==> config.mk <==
export PLATFORM = sky130hd
export DESIGN_NAME = pixel_ram_arbiter
export DESIGN_NICKNAME = d
export VERILOG_FILES = /design/src/rtl/pisa_mem_pkg.sv /design/src/rtl/pixel_ram_arbiter_rd_return_pipe.sv /design/src/rtl/pixel_ram_arbiter.sv
export SDC_FILE = /design/constraint.sdc
export NUM_CORES = 1
export LEC_CHECK = 0
export ABC_CLOCK_PERIOD_IN_PS = 3600
export CORE_AREA = 2 2 105 107
export CTS_CLUSTER_SIZE = 16
export DETAILED_ROUTE_END_ITERATION = 10
export DIE_AREA = 0 0 107 109
export GPL_TIMING_DRIVEN = 0
export SYNTH_ARGS = -nofsm -noshare
export SYNTH_HDL_FRONTEND = slang
export SYNTH_SLANG_ARGS = --single-unit
export TNS_END_PERCENT = 100
==> constraint.sdc <==
create_clock -name clock -period 3.6 [get_ports clock]
set_input_delay 0.72 -clock clock [delete_from_list [all_inputs] [get_ports clock]]
set_output_delay 0.72 -clock clock [all_outputs]
set_load 0.02 [all_outputs]
==> src/rtl/pisa_mem_pkg.sv <==
// Shared types for the pixel-memory port-B arbiter: widths, FSM states and
// the read-return tag carried through the RAM read latency.
package pisa_mem_pkg;
   localparam int ADDR_W = 19;
   localparam int DATA_W = 32;

   typedef enum logic [1:0] {IDLE, OWN0, OWN1} arb_state_t;

   typedef logic req_id_t;

   typedef struct packed {
      logic    valid;
      req_id_t id;
   } rd_tag_t;
endpackage

==> src/rtl/pixel_ram_arbiter_rd_return_pipe.sv <==
// Tracks which requester issued each read so ram_q can be steered back to it
// exactly READ_LATENCY cycles after the address cycle.
module rd_return_pipe
   import pisa_mem_pkg::*;
#(
   parameter int READ_LATENCY = 2
) (
   input  logic    clock,
   input  logic    rst_n,
   input  rd_tag_t tag_in,
   output logic    rvalid0,
   output logic    rvalid1
);

   rd_tag_t tag_pipe [READ_LATENCY];

   always_ff @(posedge clock or negedge rst_n) begin
      if (!rst_n) begin
         for (int i = 0; i < READ_LATENCY; i++) tag_pipe[i] <= '0;
      end else begin
         tag_pipe[0] <= tag_in;
         for (int i = 1; i < READ_LATENCY; i++) tag_pipe[i] <= tag_pipe[i-1];
      end
   end

   assign rvalid0 = tag_pipe[READ_LATENCY-1].valid & (tag_pipe[READ_LATENCY-1].id == 1'b0);
   assign rvalid1 = tag_pipe[READ_LATENCY-1].valid & (tag_pipe[READ_LATENCY-1].id == 1'b1);

endmodule

==> src/rtl/pixel_ram_arbiter.sv <==
// Round-robin arbiter sharing RAM_pixels port B between the image loader (r0)
// and the processor load/store unit (r1), with bounded bursts per owner.
module pixel_ram_arbiter #(
   parameter int ADDR_W       = pisa_mem_pkg::ADDR_W,
   parameter int DATA_W       = pisa_mem_pkg::DATA_W,
   parameter int READ_LATENCY = 2,
   parameter int MAX_BURST    = 16
) (
   input  logic                clock,
   input  logic                rst_n,
   input  logic                r0_req,
   input  logic                r0_we,
   input  logic [ADDR_W-1:0]   r0_addr,
   input  logic [DATA_W-1:0]   r0_wdata,
   input  logic [DATA_W/8-1:0] r0_be,
   output logic                r0_gnt,
   output logic                r0_rvalid,
   output logic [DATA_W-1:0]   r0_rdata,
   input  logic                r1_req,
   input  logic                r1_we,
   input  logic [ADDR_W-1:0]   r1_addr,
   input  logic [DATA_W-1:0]   r1_wdata,
   input  logic [DATA_W/8-1:0] r1_be,
   output logic                r1_gnt,
   output logic                r1_rvalid,
   output logic [DATA_W-1:0]   r1_rdata,
   output logic [ADDR_W-1:0]   ram_address,
   output logic [DATA_W-1:0]   ram_data,
   output logic [DATA_W/8-1:0] ram_byteena,
   output logic                ram_wren,
   input  logic [DATA_W-1:0]   ram_q
);
   import pisa_mem_pkg::*;

   localparam int CNT_W = (MAX_BURST > 1) ? $clog2(MAX_BURST) : 1;
   localparam logic [CNT_W-1:0] LAST_BEAT = CNT_W'(MAX_BURST - 1);

   arb_state_t       state, state_nxt, other_state;
   logic             ptr, ptr_nxt;
   logic [CNT_W-1:0] beat_cnt, beat_cnt_nxt;
   req_id_t          owner;
   logic             own_req, own_we, other_req;
   rd_tag_t          rd_tag;

   always_ff @(posedge clock or negedge rst_n) begin
      if (!rst_n) begin
         state    <= IDLE;
         ptr      <= 1'b0;
         beat_cnt <= '0;
      end else begin
         state    <= state_nxt;
         ptr      <= ptr_nxt;
         beat_cnt <= beat_cnt_nxt;
      end
   end

   always_comb begin
      state_nxt    = state;
      ptr_nxt      = ptr;
      beat_cnt_nxt = beat_cnt;
      owner        = 1'b0;
      own_req      = 1'b0;
      own_we       = 1'b0;
      other_req    = 1'b0;
      other_state  = IDLE;
      r0_gnt       = 1'b0;
      r1_gnt       = 1'b0;
      ram_address  = '0;
      ram_data     = '0;
      ram_byteena  = '0;
      ram_wren     = 1'b0;

      unique case (state)
         IDLE: begin
            if (r0_req && r1_req) state_nxt = ptr ? OWN1 : OWN0;
            else if (r0_req)      state_nxt = OWN0;
            else if (r1_req)      state_nxt = OWN1;
         end
         OWN0: begin
            owner       = 1'b0;
            own_req     = r0_req;
            own_we      = r0_we;
            other_req   = r1_req;
            other_state = OWN1;
            r0_gnt      = r0_req;
            ram_address = r0_addr;
            ram_data    = r0_wdata;
            ram_byteena = r0_be;
            ram_wren    = r0_req & r0_we;
         end
         OWN1: begin
            owner       = 1'b1;
            own_req     = r1_req;
            own_we      = r1_we;
            other_req   = r0_req;
            other_state = OWN0;
            r1_gnt      = r1_req;
            ram_address = r1_addr;
            ram_data    = r1_wdata;
            ram_byteena = r1_be;
            ram_wren    = r1_req & r1_we;
         end
         default: state_nxt = IDLE;
      endcase

      // Ownership ends on a dropped request or a full burst with the other side waiting
      if (state != IDLE) begin
         if (!own_req) begin
            state_nxt    = other_req ? other_state : IDLE;
            beat_cnt_nxt = '0;
            ptr_nxt      = ~owner;
         end else if (beat_cnt == LAST_BEAT) begin
            beat_cnt_nxt = '0;
            if (other_req) begin
               state_nxt = other_state;
               ptr_nxt   = ~owner;
            end
         end else begin
            beat_cnt_nxt = beat_cnt + 1'b1;
         end
      end
   end

   assign rd_tag.valid = (r0_gnt | r1_gnt) & ~own_we;
   assign rd_tag.id    = owner;

   rd_return_pipe #(
      .READ_LATENCY(READ_LATENCY)
   ) u_rd_return_pipe (
      .clock  (clock),
      .rst_n  (rst_n),
      .tag_in (rd_tag),
      .rvalid0(r0_rvalid),
      .rvalid1(r1_rvalid)
   );

   assign r0_rdata = ram_q;
   assign r1_rdata = ram_q;

endmodule

**After elaboration in Yosys (flattened, before gate mapping)**

Cells that the tools add are included.

- Register bits after elaboration: 11
- Output and inout port bits: 124
- Word-level logic and storage cells: 53
- Input port bits: 148

- Mux-type cells: 26
- Reduce and logical (&&, ||, !) cells: 5
- Eq/ne operators: 5
- Bitwise logic cells: 9
- Add/subtract/negate cells: 1

Operators with widths:

| cell | number |
|---|---|
| case mux 32 bit (2 select lines) | 1 |
| case mux 19 bit (2 select lines) | 1 |
| 2-to-1 mux 2 bit | 9 |
| 2-to-1 mux 4 bit | 2 |
| case mux 1 bit (2 select lines) | 4 |
| case mux 2 bit (2 select lines) | 2 |
| case mux 4 bit (2 select lines) | 1 |
| 2-to-1 mux 1 bit | 6 |
| bitwise AND 1 bit | 5 |
| adder 4 x 1 -> 4 bit (second input constant) | 1 |
| == test 4 bit (second input constant) | 1 |
| inequality test 2 x 1 -> 1 bit (second input constant) | 2 |
| NOT 1 bit | 3 |
| AND reduction 3 bit | 1 |
| == test 2 x 1 -> 1 bit (second input constant) | 1 |
| == test 2 bit (second input constant) | 1 |
| logical NOT 2 bit | 1 |
| nonzero test 2 bit | 1 |
| OR reduction 2 bit | 1 |
| logical AND 1 bit | 1 |
| bitwise OR 1 bit | 1 |

**Depth between registers and ports, before layout**

- Word-level depth: 8
- Depth in mapped cells: 7

**Cells and area by module**

A second synthesis with hierarchy kept.

- Cells, all modules: 260
- Area total of the unflattened synthesis: 1,970.6 um2

Modules (own cells, without submodules):

| module | cells an instance | seq. area each (um2) | instances | area an instance (um2) |
|---|---|---|---|---|
| pixel_ram_arbiter | 254 | 175.2 | 1 | 1,854.3 |
| rd_return_pipe | 6 | 100.1 | 1 | 116.4 |

**Worst setup path before layout**

Ideal clock, no wire load.

- Path kind: reg-to-output
- Start: reg state[0]
- End: out ram_wren
- Path buffers: 2
- Data arrival time: 1,843 ps
- Cell stages (with the launch flop): 8
- Data required time: 2,880 ps
- Slack: 1,037 ps
- Path through: dfrtp_1 inv_1 ha_1 buf_2 buf_2 and2_1 nand2_1 a21boi_0

- Word-level cells in the longest chain between the ends: 2
- Elaborated cells between the ends (all ways): 3
- Those cells by class: eq/ne: 2; mux: 1

RTL lines:

| what | RTL line | source |
|---|---|---|
| start, declared | pixel_ram_arbiter.sv:38 | `arb_state_t state, state_nxt, other_state;` |
| start signal, assigned | pixel_ram_arbiter.sv:51 | `state <= state_nxt;` |
| == test 2 bit / == test 2 x 1 -> 1 bit (equally long branches) | pixel_ram_arbiter.sv:73 | `unique case (state)` |
| case mux 1 bit (2 select lines) * | pixel_ram_arbiter.sv:73 |  |
| end, declared | pixel_ram_arbiter.sv:30 | `output logic ram_wren,` |

Mark *: on every way between the ends. The rest lies on a longest branch, timed or not.

**Worst setup path in the final report**

- Start: reg state[0]
- End: out ram_data[27]

- Word-level cells in the longest chain between the ends: 2
- Elaborated cells between the ends (all ways): 3
- Those cells by class: eq/ne: 2; mux: 1

RTL lines:

| what | RTL line | source |
|---|---|---|
| == test 2 bit / == test 2 x 1 -> 1 bit (equally long branches) | pixel_ram_arbiter.sv:73 |  |
| case mux 32 bit (2 select lines) * | pixel_ram_arbiter.sv:73 |  |
| end, declared | pixel_ram_arbiter.sv:28 | `output logic [DATA_W-1:0] ram_data,` |

Marked as above.

==> results list <==
- Across the run, the number of max-cap violations was 0.
* Inserted Clock Buffers: 3
- The number of nets handed over by synthesis was 414.
- The critical path contains buffers and inverters numbering 5 combined.
- The max-slew violation count was 0.
- Top cells by area in the synthesized netlist: buf_4, a22oi_1, nor2b_1
* FF-to-FF setup slack: between 1 and 1.5 ns
* Row Count: 38
- Setup Skew: roughly 0.0023 ns
- Along the worst path, the maximum fanout reaches 10.
* Largest delay share family, worst path: buffers and inverters
* Most frequently used flop master after synthesis: dfrtp_1
* Final standard cell area without fillers: 0.00458 mm^2
- Dividing the detail-routed wire length by the instance count gives roughly 15 um.
* Largest area contributor in the netlist: buf_4
- Dividing the detail-routed via count by the number of cells gives 4.18.
- The core region is 0.0106 mm^2.
- Share of synthesized area occupied by flip-flops and latches: 14.0%
* Worst setup timing slack at the placement stage: 0.301 ns
* Drt drc: 0
- Number of top-level pins: 272
- Synthesized area divided by synthesized cell count: 7.57 um^2
* Path type of the worst min-delay path: reg -> reg
- CP startpoint kind: register
* Routed vias: 2685
* Final Hold Fails: 0
* CP arrival: 2.60 ns
- The die is 109 um tall.
* Async S/R FF share, synth: 100%
- Summing every instance area after synthesis gives approximately 0.0020 mm^2.
- Layout cell share with drive strength beyond 1: between 10% and 20%
- Headroom to the max-slew limit came out at about two thirds.
- Effective utilization at floorplan: 18.6%
* Critical path required time: 2.88 ns
- Area share of the largest cell type after synthesis: about 24%
- Filler cell count in the final layout: about 1100
* Overflow after GRT: 0
- Clock period minus worst slack: 3.32 ns
- The floorplan step defined a die boundary enclosing 0.0117 mm^2.
* Number of antenna violations at the first check in global routing: 0
* Synth warnings: 0
- At the end of routability-driven placement, the weighted congestion stood at 0.837.
- Setup repair after global routing left no endpoint under its margin.
* Clock slew at the register clock pins of the worst setup and hold paths: 0.05 ns
* Final setup margin: 0.278 ns
- Highest clock rate: 301 MHz
* Final count of negative-setup-slack endpoints: 0
- The die is 107 um wide.
- Antenna Diode Count: 0
- The clock reaches the later pin of the worst-skew pair after 0.24 ns.
- The completed layout was analyzed and its total power is 2280 uW.
* Antenna Violating Nets Remaining: 0
* Number of distinct library cell variants in the gate-level netlist after synthesis: 29
* Synth-to-layout area growth: 133%
- Total iterations of the first detailed-routing run: 4
- On the critical path, the stage with the largest delay is an instance of clkdlybuf4s50_1.
* Post-route setup TNS: 0 ns
* Overall global routing resource usage: between 10% and 20%
- Buffer depth of the longest clock path: 2
- Across the VDD grid, the largest voltage drop is slightly above 200 uV.
- Sinks on the clock net: 11
- After detailed routing, the total wire length is 9750 um.
* Pin count of the biggest net entering global routing: 12
- CP Capture Type: primary output
- Number of nets in the layout: 657
* Synthesis-stage register bit count: 11
- In the synthesized netlist, the number of instances is 260.
- Number of global-route vias before repair: around 2700
- Clock tree root buffer cell: clkbuf_8
- Number of enable-type register cells in the synthesized netlist: 0
* CTS tree: yes
* Total power density per cell area: 497 mW/mm^2
* Count of hold-fix buffers inserted at cts: 0
- On the worst path, the slowest cell contributes a delay of 0.64 ns.
- The critical path is of the reg -> out type.
- Number of DRC violations after detailed-routing iteration 0: 105
- Once placement finished, the instance area stood at 0.00454 mm^2.
- Static Leakage: 0.00175 uW
- Input and output buffers added on the ports amount to approximately 240.
- Worst-Margin Slew: 0.500 ns
- Status: finished, final reports clean
* Wire length of the first global-routing pass: 14400 um
- After layout, the worst path uses between 90 and 100% of the clock period.
* Sequence of cells on the critical path: inv_1 -> ha_1 -> buf_2 -> clkbuf_4 -> clkbuf_2 -> a22oi_1 -> nor2b_1 -> clkdlybuf4s50_1
- H-tree depth: 1
* Detailed placement HPWL: about 8500 um
kinds of logic after synthesis:
family,synth area share (%)
buffers and inverters,29.7
flip-flops,14.0
adder cells (fa/ha/maj),3.81
AND/OR/NAND/NOR,24.0
AO/OA/AOI/OAI,26.7
multiplexers,1.78
path summary, 6_finish.rpt:
kind / end / start / cells after the start
max: ram_data[27] / state[0]$_DFF_PN0_ / 8
min: u_rd_return_pipe.tag_pipe[1]$_DFF_PN0_ / u_rd_return_pipe.tag_pipe[3]$_DFF_PN0_ / 0
max reg2reg: state[0]$_DFF_PN0_ / state[1]$_DFF_PN0_ / 5
min reg2reg: u_rd_return_pipe.tag_pipe[1]$_DFF_PN0_ / u_rd_return_pipe.tag_pipe[3]$_DFF_PN0_ / 0
max in group asynchronous: beat_cnt[3]$_DFFE_PN0N_ / rst_n / 1
min in group asynchronous: state[0]$_DFF_PN0_ / rst_n / 1
layout by cell type (no fill, tap or decap), types with 2 or more instances in the layout:
cell type        instances
nand3_1                  2
and2_1                   4
a22oi_1                 57
clkdlybuf4s50_1        239
nor2b_1                 56
buf_4                   64
o21ai_0                  5
a21o_1                   3
clkbuf_8                 3
mux2i_1                  2
clkbuf_1                13
buf_2                    4
inv_1                    5
a22o_1                   2
dfrtp_1                 11
nand2_1                  8
clkbuf_2                 2
a21oi_1                  2
ha_1                     6
per-layer routing:
metal,GRT usage [%],vias to the layer above,part of all wire [%],wire [um]
met4,1.76,0,0.36,35
li1,-,1322,-,-
met2,30.0,112,55,5360
met5,0,-,0,0
met3,4.54,4,7.7,746
met1,17.3,1247,37,3610
worst register-to-register path: cells and delay by family (launching register included):
kind                     cells  cell delay (ns)
AO/OA/AOI/OAI                1             0.24
adder cells (fa/ha/maj)      1             0.58
buffers and inverters        1             0.12
flip-flops                   1             0.41
multiplexers                 1             0.31
AND/OR/NAND/NOR              1             0.38
flip-flops by register name, indices dropped and copies added, names as in the netlist:
register / cells
state: 2
u_rd_return_pipe.tag_pipe: 4
ptr: 1
beat_cnt: 4
cells in the mapped netlist, types with 2 or more instances:
master,n
a22oi_1,57
inv_1,5
clkbuf_1,15
buf_4,64
dfrtp_1,11
a21o_1,3
a21oi_1,2
ha_1,6
a22o_1,2
buf_2,5
mux2i_1,2
nand2_1,8
o21ai_0,5
nand3_1,2
and2_1,4
nor2b_1,56
metrics by stage:
| step | hold WS (ns) | instances | utilization, % |
|---|---|---|---|
| 6_report | 0.346 | 642 | 43.2 |
| 5_1_grt | 0.368 | 642 | 43.2 |
| 2_1_floorplan | 0.331 | 260 | - |
| 4_1_cts | 0.346 | 643 | 43.2 |
| 3_3_place_gp | 0.332 | 639 | 42.8 |
| 3_5_place_dp | 0.335 | 639 | 42.8 |
timing repair:
action	in CTS	in global routing
gates resized for setup	0	4
buffers inserted	0	0
endpoints found under the setup margin	0	27
power breakdown:
part	internal [uW]	switching [uW]
registers	161	25.6
clock network	76.1	47.9
logic	972	995
final cells by class:
type                       instances  area [um^2]  area share [%]
inverter                           5         18.8           0.410
clock buffer                       3         41.3           0.901
multi-input combinational        159         1110            24.2
sequential                        11          275            6.01
clock inverter                     1         5.00           0.109
timing repair buffer             239         2390            52.2
tap                              140          175            3.82
buffer                            84          567            12.4
Power figures use the tool's default switching activity.
